File: config.mk
export PLATFORM = sky130hd
export DESIGN_NAME = datapath_ctrl
export DESIGN_NICKNAME = d
export VERILOG_FILES = /design/src/rtl/datapath_ctrl.sv
export SDC_FILE = /design/constraint.sdc
export NUM_CORES = 1
export LEC_CHECK = 0
export ABC_AREA = 1
export CAP_MARGIN = 0
export CORE_MARGIN = 2
export CORE_UTILIZATION = 40
export CTS_CLUSTER_DIAMETER = 80
export DETAILED_ROUTE_END_ITERATION = 16
export HOLD_SLACK_MARGIN = 0.1
export PLACE_DENSITY = 0.82
export SYNTH_ARGS = -nofsm -noshare
export SYNTH_HDL_FRONTEND = slang
export SYNTH_SLANG_ARGS = --single-unit
File: constraint.sdc
create_clock -name clk -period 2.9 [get_ports clk]
set_clock_uncertainty 0.2 [all_clocks]
set_input_delay 0.58 -clock clk [delete_from_list [all_inputs] [get_ports clk]]
set_output_delay 0.58 -clock clk [all_outputs]
set_load 0.01 [all_outputs]
File: src/rtl/datapath_ctrl.sv
// Sequencing controller for the 4-entry register-file/ALU datapath: accepts packed micro-instructions
// and runs each through EXEC/WB. Define CTRL_REPEAT_EN to enable the repeat-count field.
module datapath_ctrl #(
  parameter int REP_W = 4
) (
  input  logic             clk,
  input  logic             rst,
  input  logic [REP_W+9:0] instr,
  input  logic             instr_valid,
  output logic             instr_ready,
  output logic             wr,
  output logic [1:0]       addr1,
  output logic [1:0]       addr2,
  output logic [1:0]       addr3,
  output logic [2:0]       ALUControl,
  output logic             busy,
  output logic             done
);

  typedef enum logic [1:0] {
    IDLE = 2'd0,
    EXEC = 2'd1,
    WB   = 2'd2
  } state_t;

  state_t     r_state;
  state_t     w_next;
  logic       r_we;
  logic       r_done;
  logic [1:0] r_a1;
  logic [1:0] r_a2;
  logic [1:0] r_a3;
  logic [2:0] r_op;
  logic       w_accept;
  logic       w_last;

  // Handshake: a transfer happens on a rising edge where instr_valid and instr_ready are both 1;
  // instr_ready is 1 only in IDLE, and instr is ignored everywhere else.
  assign w_accept = (r_state == IDLE) && instr_valid;

`ifdef CTRL_REPEAT_EN
  logic [REP_W-1:0] r_cnt;

  assign w_last = (r_cnt == '0);

  always_ff @(posedge clk) begin
    if (!rst) begin
      r_cnt <= '0;
    end else if (w_accept) begin
      r_cnt <= instr[REP_W+9:10];
    end else if ((r_state == WB) && !w_last) begin
      r_cnt <= r_cnt - 1'b1;
    end
  end
`else
  logic w_unused_rep;

  assign w_unused_rep = ^instr[REP_W+9:10];
  assign w_last       = 1'b1;
`endif

  always_comb begin
    w_next = r_state;
    unique case (r_state)
      IDLE:    if (instr_valid) w_next = EXEC;
      EXEC:    w_next = WB;
      WB:      w_next = w_last ? IDLE : EXEC;
      default: w_next = IDLE;
    endcase
  end

  always_ff @(posedge clk) begin
    if (!rst) begin
      r_state <= IDLE;
      r_we    <= 1'b0;
      r_done  <= 1'b0;
      r_a1    <= 2'd0;
      r_a2    <= 2'd0;
      r_a3    <= 2'd0;
      r_op    <= 3'd0;
    end else begin
      r_state <= w_next;
      r_done  <= (r_state == WB) && w_last;
      // Controls are loaded only on accept so they stay put through every iteration and in IDLE.
      if (w_accept) begin
        r_we <= instr[9];
        r_op <= instr[8:6];
        r_a3 <= instr[5:4];
        r_a1 <= instr[3:2];
        r_a2 <= instr[1:0];
      end
    end
  end

  assign instr_ready = (r_state == IDLE);
  assign busy        = (r_state != IDLE);
  assign wr          = (r_state == WB) && r_we;
  assign done        = r_done;
  assign addr1       = r_a1;
  assign addr2       = r_a2;
  assign addr3       = r_a3;
  assign ALUControl  = r_op;

endmodule

==> results of run 1 <==
## through the flow
step / utilization (%) / area, um^2 / setup WS, ns / power (mW) / hold slack (ns)
CTS: 62.4 / 822 / 0.454 / 0.409 / 0.288
global placement: 60.4 / 796 / 0.777 / 0.294 / 0.261
finish: 62.4 / 822 / 0.461 / 0.404 / 0.279
global route: 62.4 / 822 / 0.344 / 0.433 / 0.319
floorplan: - / 566 / 1.44 / 0.254 / 0.252
detailed placement: 60.4 / 796 / 0.762 / 0.297 / 0.268
## report_power, final
group	leakage, nW	switching, mW	total (mW)	internal (mW)
registers	0.108	0.00773	0.200	0.192
logic	0.262	0.0409	0.0919	0.0511
clock network	0.0150	0.0590	0.112	0.0533
total	0.385	0.108	0.404	0.297
## cells in the mapped netlist (all sizes together)
cell	count
inv	14
nor2	14
dfxtp	13
nand2	12
a21oi	10
nand3	10
buf	4
clkbuf	1
nor3	1
## critical path: stages, from the launching register on
cell and delay [ns]:
dfxtp_1 0.34, nor2_4 0.41, clkdlybuf4s50_1 0.63
## worst paths after layout
kind                                      to  slack [ns]
setup reg to reg  ALUControl[2]$_SDFFE_PN0P_        1.58
setup / recovery                 instr_ready        0.46
hold reg to reg        addr2[1]$_SDFFE_PN0P_        0.28
hold / removal         addr2[1]$_SDFFE_PN0P_        0.28
## state kept, by name, summed over array words and instances, names as in the netlist
register / flops
addr1: 2
ALUControl: 3
r_state: 2
done: 1
addr2: 2
r_we: 1
addr3: 2
## layout make-up
| cell class | instances | area, um^2 |
|---|---|---|
| flip-flops and latches | 13 | 260 |
| clock buffers | 4 | 26.3 |
| fillers | 120 | 495 |
| inverters | 14 | 52.6 |
| multi-input cells | 47 | 214 |
| well taps | 15 | 18.8 |
| repair buffers | 25 | 250 |
## logic make-up after synthesis
logic type      synth area share, %
simple gates                   28.3
buf+inv                        16.1
flops                          46.0
compound gates                 9.51
## metal layers
| metal | up-vias | GRT usage [%] | wire length (um) |
|---|---|---|---|
| li1 | 287 | - | - |
| met1 | 242 | 17.8 | 513 |
| met2 | 15 | 22.8 | 542 |
| met3 | 5 | 6.52 | 53 |
| met4 | 0 | 7.74 | 23 |
| met5 | - | 0 | 0 |
==> qor.txt, run 1 <==
Status: finished clean
Clock slew at reported path FFs: 0.08 ns
Buffers on Ports: 25
Largest net degree at the start of global routing: 24
Area growth from synthesis to layout: 45.4%
Die area: 1730 um^2
CP Class: reg2out
Initial Utilization: 42.9%
Pwr per Cell Area: 492 nW/um^2
Netlist Area Pre-Place: 566 um^2
Worst Path Arrival: 1.66 ns
Wire per inst: 9.59 um
Die Wd: 41.6 um
Worst-Margin Slew: 0.714 ns
P_leak: 0.385 nW
YS warnings: 0
Commonest non-fill, non-tap cell in the layout: clkdlybuf4s50_1
ANT cells: 0
CTS H-Tree Depth: 1
Max Root-Sink Buffers: 2
Via count: 549
Num CTS Buffers: 3
Total GRT Usage: 15.0%
Startpoint types: flop
RSZ-0062 raised after global routing: no
Avg Cell Area, Syn: 7.16 um^2
Finish-stage setup viols: 0
Syn_nets: 96
Final Routed Wirelength: 1130 um
Max-cap violations: 0
# hold bufs at CTS: 0
Hold Path Depth: 2
# DRC: 0
Clk sink count: 13
Layout cell share with drive strength beyond 1: 4.85%
First-pass GRT wire length: 1960 um
Final hold viol count: 0
Post-DP HPWL: 791 um
Most frequent cells in the layout: clkdlybuf4s50_1 (25), inv_1 (14), dfxtp_1 (13), nor2_1 (13), nand2_1 (12)
GP Congestion: 0.662
Area share of the largest cell type after synthesis: 46.0%
Hold path start: addr2[1]$_SDFFE_PN0P_
Min Clock Period, post-route: 2.44 ns
Max-slew violation count: 0
Worst skew pair latency: 0.27 ns
Worst Hold Class: reg2reg
Top cell type by total area after synthesis: dfxtp_1
Post-CTS Resized: 0
Routed Antenna Nets: 0
Slew HR: 52.2%
Via/cell ratio: 4.65
Critical Path RT: 2.12 ns
Synth Register Bits: 13
Clk root buf: clkbuf_4
Maximum VDD drop: 372 uV
Initial drt markers: 10
Initial antenna violation count: 0
Mapped Cells: 79
Core Region: 1320 um^2
Placed Cells: 114
Period utilization: 84.1%
Seq/Total Area, Yosys: 46.0%
Fmax: 410 MHz
Die height: 41.6 um
Post-CTS setup buffer count: 0
I/O pin count: 30
Vias in the first global route: 453
CP max FO: 23
Worst setup EP type: primary output
Cells on worst reg2reg path: 4
Setup TNS: 0 ns
Fin cells: 118
CP Launch Point: r_state[0]$_SDFFE_PN0P_
Yosys cell types: 13
Synth top area cells: dfxtp_1 (46%), inv_1 (9.3%), nand3_1 (8.8%)
Fin nets: 121
FF-to-FF Start: r_state[0]$_SDFFE_PN0P_
Pre-Repair DR Iteration Count: 4
CTS tree: built
Core Rows: 13
Grt total ovfl: 0
(Power assumes the default switching activity.)
==> run 2, diff against run 1 <==
--- a/config.mk
+++ b/config.mk
@@ -7,12 +7,13 @@
 export LEC_CHECK = 0
 export ABC_AREA = 1
 export CAP_MARGIN = 0
+export CORE_ASPECT_RATIO = 0.9
 export CORE_MARGIN = 2
-export CORE_UTILIZATION = 40
+export CORE_UTILIZATION = 33
 export CTS_CLUSTER_DIAMETER = 80
 export DETAILED_ROUTE_END_ITERATION = 16
 export HOLD_SLACK_MARGIN = 0.1
-export PLACE_DENSITY = 0.82
+export PLACE_DENSITY = 0.72
 export SYNTH_ARGS = -nofsm -noshare
 export SYNTH_HDL_FRONTEND = slang
 export SYNTH_SLANG_ARGS = --single-unit
==> constraint.sdc (replaced) <==
create_clock -name clk -period 2.16 [get_ports clk]
set_clock_uncertainty 0.2 [all_clocks]
set_input_delay 0.432 -clock clk [delete_from_list [all_inputs] [get_ports clk]]
set_output_delay 0.432 -clock clk [all_outputs]
set_load 0.01 [all_outputs]
==> qor.txt, run 2 (same netlist as run 1, synthesis figures left out) <==
Worst setup EP type: primary output
Setup TNS: 0 ns
Final hold viol count: 0
Status: finished clean
Fin nets: 123
Via count: 546
Core Rows: 14
Initial antenna violation count: 0
Max-slew violation count: 0
Routed Antenna Nets: 0
Clock slew at reported path FFs: 0.08 ns
Worst Hold Class: reg2reg
Clk root buf: clkbuf_4
Layout cell share with drive strength beyond 1: 6.67%
Max-cap violations: 0
Worst skew pair latency: 0.26 ns
Startpoint types: flop
Area growth from synthesis to layout: 50.0%
Slew HR: 72.8%
Buffers on Ports: 25
Post-CTS Resized: 0
Worst-path cell with the longest stage delay: clkdlybuf4s50_1
Pre-Repair DR Iteration Count: 3
Worst-Margin Slew: 0.407 ns
CP max FO: 10
Maximum VDD drop: 235 uV
Most frequent cells in the layout: clkdlybuf4s50_1 (25), inv_1 (14), dfxtp_1 (13), nor2_1 (13), nand2_1 (12)
Max Root-Sink Buffers: 2
Period utilization: 96.1%
Core Region: 1650 um^2
Family with the most delay on the worst path: buffers and inverters
Final Util: 51.5%
Via/cell ratio: 4.23
P_leak: 0.394 nW
ANT cells: 0
Initial drt markers: 4
Total GRT Usage: 12.9%
Commonest non-fill, non-tap cell in the layout: clkdlybuf4s50_1
Post-DP HPWL: 880 um
First-pass GRT wire length: 1910 um
# DRC: 0
CP Cell Sequence: nor2_4 > clkdlybuf4s50_1
Die area: 2060 um^2
I/O pin count: 30
Clk sink count: 13
Final Routed Wirelength: 1210 um
CP Class: reg2out
Post-CTS setup buffer count: 0
Min Clock Period, post-route: 2.07 ns
GP Congestion: 0.724
Worst Path Arrival: 1.44 ns
Fmax: 482 MHz
CP max stage delay: 0.59 ns
CTS H-Tree Depth: 1
CTS tree: built
Wire per inst: 9.40 um
# hold bufs at CTS: 0
Grt total ovfl: 0
Largest register FFs: 3
Num CTS Buffers: 3
Die Wd: 47.6 um
Initial Utilization: 34.3%
RSZ-0062 raised after global routing: no
Finish-stage setup viols: 0
Pwr per Cell Area: 639 nW/um^2
Worst path buffer plus inverter count: 1
Vias in the first global route: 452
Largest net degree at the start of global routing: 22
Die height: 43.3 um
Critical Path RT: 1.53 ns
## run 2: cell count changes in the layout (fill, tap and decap cells not counted)
cell,previous run,this run
buf_4,0,2
## run 2: metal layers
metal  track usage [%]  up-vias  part of all wire (%)
met5                 0        -                     0
met4              6.49        0                  0.74
met3              2.55        2                   6.2
met2              18.6       15                    47
met1              17.9      236                    46
li1                  -      293                     -
## run 2: report_power, final
group          total [mW]  switching (mW)  internal [mW]
Sequential          0.269          0.0107          0.258
Clock               0.144          0.0730         0.0713
Combinational       0.129          0.0569         0.0717
## run 2: path summary, 6_finish.rpt
check | start | to | slack (ns) | depth (start not counted)
worst max-delay path | r_state[0]$_SDFFE_PN0P_ | instr_ready | 0.09 | 2
worst min-delay path | addr3[1]$_SDFFE_PN0P_ | addr3[1]$_SDFFE_PN0P_ | 0.28 | 2
worst max register to register | r_state[0]$_SDFFE_PN0P_ | addr2[1]$_SDFFE_PN0P_ | 0.82 | 5
worst min register to register | addr3[1]$_SDFFE_PN0P_ | addr3[1]$_SDFFE_PN0P_ | 0.28 | 2
## run 2: stage by stage
step / instances / hold WS (ns) / worst slack, ns / area (um^2) / total power, mW
3_5_place_dp: 125 / 0.272 / 0.382 / 822 / 0.403
5_1_grt: 129 / 0.319 / 0.0405 / 848 / 0.571
4_1_cts: 129 / 0.292 / 0.0767 / 848 / 0.549
6_report: 129 / 0.284 / 0.0851 / 848 / 0.542
2_1_floorplan: 79 / 0.252 / 0.848 / 566 / 0.341
3_3_place_gp: 125 / 0.261 / 0.399 / 822 / 0.399
## run 2: area by class of cell
type | instances | area [um^2]
inverter | 14 | 52.6
multi-input combinational | 47 | 214
sequential | 13 | 260
clock buffer | 4 | 26.3
fill | 168 | 798
tap | 24 | 30.0
timing repair buffer | 27 | 265
## run 2: worst register-to-register path, stage by stage, from the launching register on
cell and delay [ns]:
dfxtp_1 0.34, nor2_4 0.25, buf_4 0.25, nand3_1 0.09, nand2_1 0.06, nor2_1 0.05
==> run 3, diff against run 2 <==
--- a/config.mk
+++ b/config.mk
@@ -8,7 +8,6 @@
 export ABC_AREA = 1
 export CAP_MARGIN = 0
 export CORE_ASPECT_RATIO = 0.9
-export CORE_MARGIN = 2
 export CORE_UTILIZATION = 33
 export CTS_CLUSTER_DIAMETER = 80
 export DETAILED_ROUTE_END_ITERATION = 16
==> qor.txt, run 3 (same netlist as run 1, synthesis figures left out) <==
Status: finished clean
I/O pin count: 30
Max Root-Sink Buffers: 2
Flop pwr share: 49.3%
Grt total ovfl: 0
Most frequent cells in the layout: clkdlybuf4s50_1 (25), inv_1 (14), dfxtp_1 (13), nor2_1 (13), nand2_1 (12)
CTS H-Tree Depth: 1
Clk root buf: clkbuf_4
Max-slew violation count: 0
Num CTS Buffers: 3
GP Congestion: 0.632
Clock slew at reported path FFs: 0.07 ns
Setup TNS: 0 ns
Max-cap violations: 0
Die Wd: 45.6 um
Startpoint types: flop
Share of total power in the clock network: 27.3%
Initial antenna violation count: 0
Routed Antenna Nets: 0
Combinational power share: 23.4%
Critical Path RT: 1.53 ns
Worst Path Arrival: 1.39 ns
Maximum VDD drop: 311 uV
Net Switching: 0.143 mW
Initial Utilization: 37.0%
Fmax: 495 MHz
Final Routed Wirelength: 1170 um
CP Class: reg2out
Layout cell share with drive strength beyond 1: 6.67%
Worst Hold Class: reg2reg
First-pass GRT wire length: 1840 um
Met1 Usage GRT: 16.7%
Post-DP Area: 820 um^2
ANT cells: 0
CTS tree: built
Internal power: 0.401 mW
Core Region: 1530 um^2
Wire per inst: 9.21 um
Worst setup EP type: primary output
Sw Share: 26.3%
Pwr per Cell Area: 644 nW/um^2
Post-DP HPWL: 839 um
Initial drt markers: 2
Slew HR: 71.3%
Post-CTS Resized: 0
CP max FO: 3
Die area: 1880 um^2
Met3 usage: 6.61%
Buffers on Ports: 25
P_leak: 0.394 nW
Most Crowded Layer GR: met2
Die height: 41.3 um
Met2 GRT Util: 23.2%
Via/cell ratio: 4.35
Pre-Repair DR Iteration Count: 2
Worst-Margin Slew: 0.429 ns
# DRC: 0
Register area: 260 um^2
Period utilization: 93.6%
# hold bufs at CTS: 0
Min Clock Period, post-route: 2.02 ns
Final hold viol count: 0
RSZ-0062 raised after global routing: no
Worst skew pair latency: 0.27 ns
Finish-stage setup viols: 0
Post-CTS setup buffer count: 0
Largest register FFs: 3
Post-Layout Inst Area: 846 um^2
Vias in the first global route: 454
Commonest non-fill, non-tap cell in the layout: clkdlybuf4s50_1
Footprint of the multi-input gates: 214 um^2
Largest net degree at the start of global routing: 22
Fill count: 165
Core Rows: 13
Fin nets: 123
Total GRT Usage: 14.8%
Via count: 553
Area growth from synthesis to layout: 49.6%
Clk sink count: 13
## run 3: worst paths after layout
kind                            from                          to  slack (ns)  cells past startpoint
max          r_state[1]$_SDFFE_PN0P_                          wr        0.14                      3
min reg2reg        r_we$_SDFFE_PN0P_           r_we$_SDFFE_PN0P_        0.29                      2
min                r_we$_SDFFE_PN0P_           r_we$_SDFFE_PN0P_        0.29                      2
max reg2reg  r_state[1]$_SDFFE_PN0P_  ALUControl[1]$_SDFFE_PN0P_        0.94                      5
## run 3: per-stage QoR
stage                     cells  hold slack, ns  utilization [%]  worst slack, ns  total power [mW]
final                       127           0.287             55.3            0.138             0.545
after CTS                   127           0.292             55.3            0.121             0.554
after detailed placement    123           0.272             53.6            0.428             0.403
after global routing        127           0.308             55.3           0.0828             0.579
after floorplan              79           0.252                -            0.848             0.341
after global placement      123           0.261             53.6            0.451             0.400
## run 3: worst max-delay path, cell delays in order, from the launching register on
cell and delay (ns):
dfxtp_1 0.40, nand2_1 0.09, nor2_1 0.09, clkdlybuf4s50_1 0.53
## run 3: power by group through the flow
stage	logic, mW	registers [mW]	clock network (mW)
2_1_floorplan	0.0606	0.280	0
3_3_place_gp	0.126	0.274	0
3_5_place_dp	0.129	0.274	0
4_1_cts	0.129	0.269	0.157
5_1_grt	0.143	0.270	0.166
6_report	0.128	0.268	0.148
## run 3: cell type report
cell class,count,share of cell area (%)
Timing Repair Buffer,27,31.4
Sequential cell,13,30.8
Multi-Input combinational cell,47,25.3
Inverter,14,6.21
Tap cell,22,3.25
Clock buffer,4,3.11
## run 3: per-layer routing
layer	wire length, um	vias up	part of all wire [%]
li1	-	291	-
met1	503	243	43
met2	574	14	49
met3	65	5	5.6
met4	27	0	2.3
met5	0	-	0
==> patch (flow settings as in run 3) <==
The option `CTRL_REPEAT_EN` is turned on by a define.
--- a/src/rtl/datapath_ctrl.sv
+++ b/src/rtl/datapath_ctrl.sv
@@ -2,2 +2,4 @@
 // and runs each through EXEC/WB. Define CTRL_REPEAT_EN to enable the repeat-count field.
+`define CTRL_REPEAT_EN
+
 module datapath_ctrl #(
Check against the original RTL: not equivalent (a bounded check fails within 4 cycles, from zero or initial values and one cycle with rst low).
==> patch against run 3 <==
  * Sequential power increased by 35%
  * Area after synthesis up 31%
  * Sequential cell count increased by 4
  * Power increased by 34%
  * Final area is 26% higher
  * Wire length grew 27%
  * Worst setup slack worse by 21 ps
  * Largest cell class is now sequential cells
==> patch: results (changes against run 3) <==
<table>
<tr><th>Metric</th><th>Value</th></tr>
<tr><th colspan="2">Synthesis</th></tr>
<tr><td>Post-synthesis instance total</td><td>97 (was 79)</td></tr>
<tr><td>Xor-xnor portion of the synthesized cell area</td><td>1.178% (was 0%)</td></tr>
<tr><td>Top post-synthesis cells by area</td><td>sky130_fd_sc_hd__dfxtp_1 (46%), sky130_fd_sc_hd__nor2_1 (14%), sky130_fd_sc_hd__o21ai_0 (6.1%) (was sky130_fd_sc_hd__dfxtp_1 (46%), sky130_fd_sc_hd__inv_1 (9.3%), sky130_fd_sc_hd__nand3_1 (8.8%))</td></tr>
<tr><td>Net Count, Synth</td><td>115 (was 96)</td></tr>
<tr><td>Post-synthesis compound-gate area fraction</td><td>13.13% (was 9.513%)</td></tr>
<tr><th colspan="2">Route</th></tr>
<tr><td>DR pass1 iterations</td><td>4 (was 2)</td></tr>
<tr><td>Routed WL</td><td>1486 um (was 1170 um)</td></tr>
<tr><td>Via density per instance</td><td>4.520 (was 4.354)</td></tr>
<tr><td>Detailed Route Iter0 Violations</td><td>9 (was 2)</td></tr>
<tr><th colspan="2">Clock network</th></tr>
<tr><td>Clock latency at the later pin of the worst-skew pair</td><td>290 ps (was 270 ps)</td></tr>
<tr><th colspan="2">GRT</th></tr>
<tr><td>Wire length of the first global-routing pass</td><td>2380 um (was 1835 um)</td></tr>
<tr><td>Global routing usage summed across all routing layers</td><td>13.51% (was 14.81%)</td></tr>
<tr><td>Pin count of the biggest net entering global routing</td><td>19 (was 22)</td></tr>
<tr><td>Via count of the first global-routing pass</td><td>557 (was 454)</td></tr>
<tr><th colspan="2">Timing</th></tr>
<tr><td>Worst slew margin relative to its limit</td><td>73.82% (was 71.34%)</td></tr>
<tr><th colspan="2">Power</th></tr>
<tr><td>Peak supply drop</td><td>0.4916 mV (was 0.3110 mV)</td></tr>
<tr><th colspan="2">Placement</th></tr>
<tr><td>DP HPWL</td><td>1152 um (was 839.4 um)</td></tr>
<tr><th colspan="2">Layout</th></tr>
<tr><td>Fraction of final layout cells sized beyond drive strength 1</td><td>11.81% (was 6.667%)</td></tr>
<tr><td>Filler cells</td><td>202 (was 165)</td></tr>
<tr><th colspan="2">Run status</th></tr>
<tr><td>Result of the run</td><td>complete, no violations (unchanged)</td></tr>
</table>
==> patch: final timing paths <==
check,startpoint,end,slack [ps]
hold / removal,r_we,r_we,270
setup / recovery,r_state[0],wr,120
hold reg to reg,r_we,r_we,270
setup reg to reg,r_cnt[0],r_cnt[1],680
==> patch: worst register-to-register path, cell delays in order, from the launching register on <==
cell,delay (ps)
sky130_fd_sc_hd__dfxtp_1,360
sky130_fd_sc_hd__inv_1,80
sky130_fd_sc_hd__ha_1,230
sky130_fd_sc_hd__nand3_1,130
sky130_fd_sc_hd__nand2_2,80
sky130_fd_sc_hd__nand2_2,90
sky130_fd_sc_hd__inv_2,60
sky130_fd_sc_hd__nor2_1,100
sky130_fd_sc_hd__nor2_1,50
==> patch: logic make-up (layout without fill, tap and decap cells) <==
family	Yosys count	after routing
AND/OR/NAND/NOR	45	45
AO/OA/AOI/OAI	18	18
flip-flops	17	17
buffers and inverters	15	45
adder cells (fa/ha/maj)	1	1
XOR/XNOR	1	1
==> patch: layer usage <==
metal	vias up	wire length (um)	GRT usage [%]
li1	364	-	-
met1	298	707	18.20
met2	23	670	20.51
met3	2	95	5.178
met4	0	12	3.243
met5	-	0	0
==> patch: cell type report <==
cell class | count | area (um^2) | share of cell area (%)
repair buffers | 29 | 290.3 | 27.20
inverters | 12 | 47.55 | 4.455
flip-flops and latches | 17 | 341.6 | 32.00
clock buffers | 3 | 22.52 | 2.110
clock inverters | 1 | 5.005 | 0.4689
multi-input cells | 65 | 329.1 | 30.83
well taps | 25 | 31.28 | 2.931
==> patch: power by group <==
group | switching (uW) | internal, uW | total, uW
clock | 96.8 | 68.8 | 166
combinational | 98.2 | 103 | 201
sequential | 17.9 | 343 | 361
total | 213 | 515 | 728
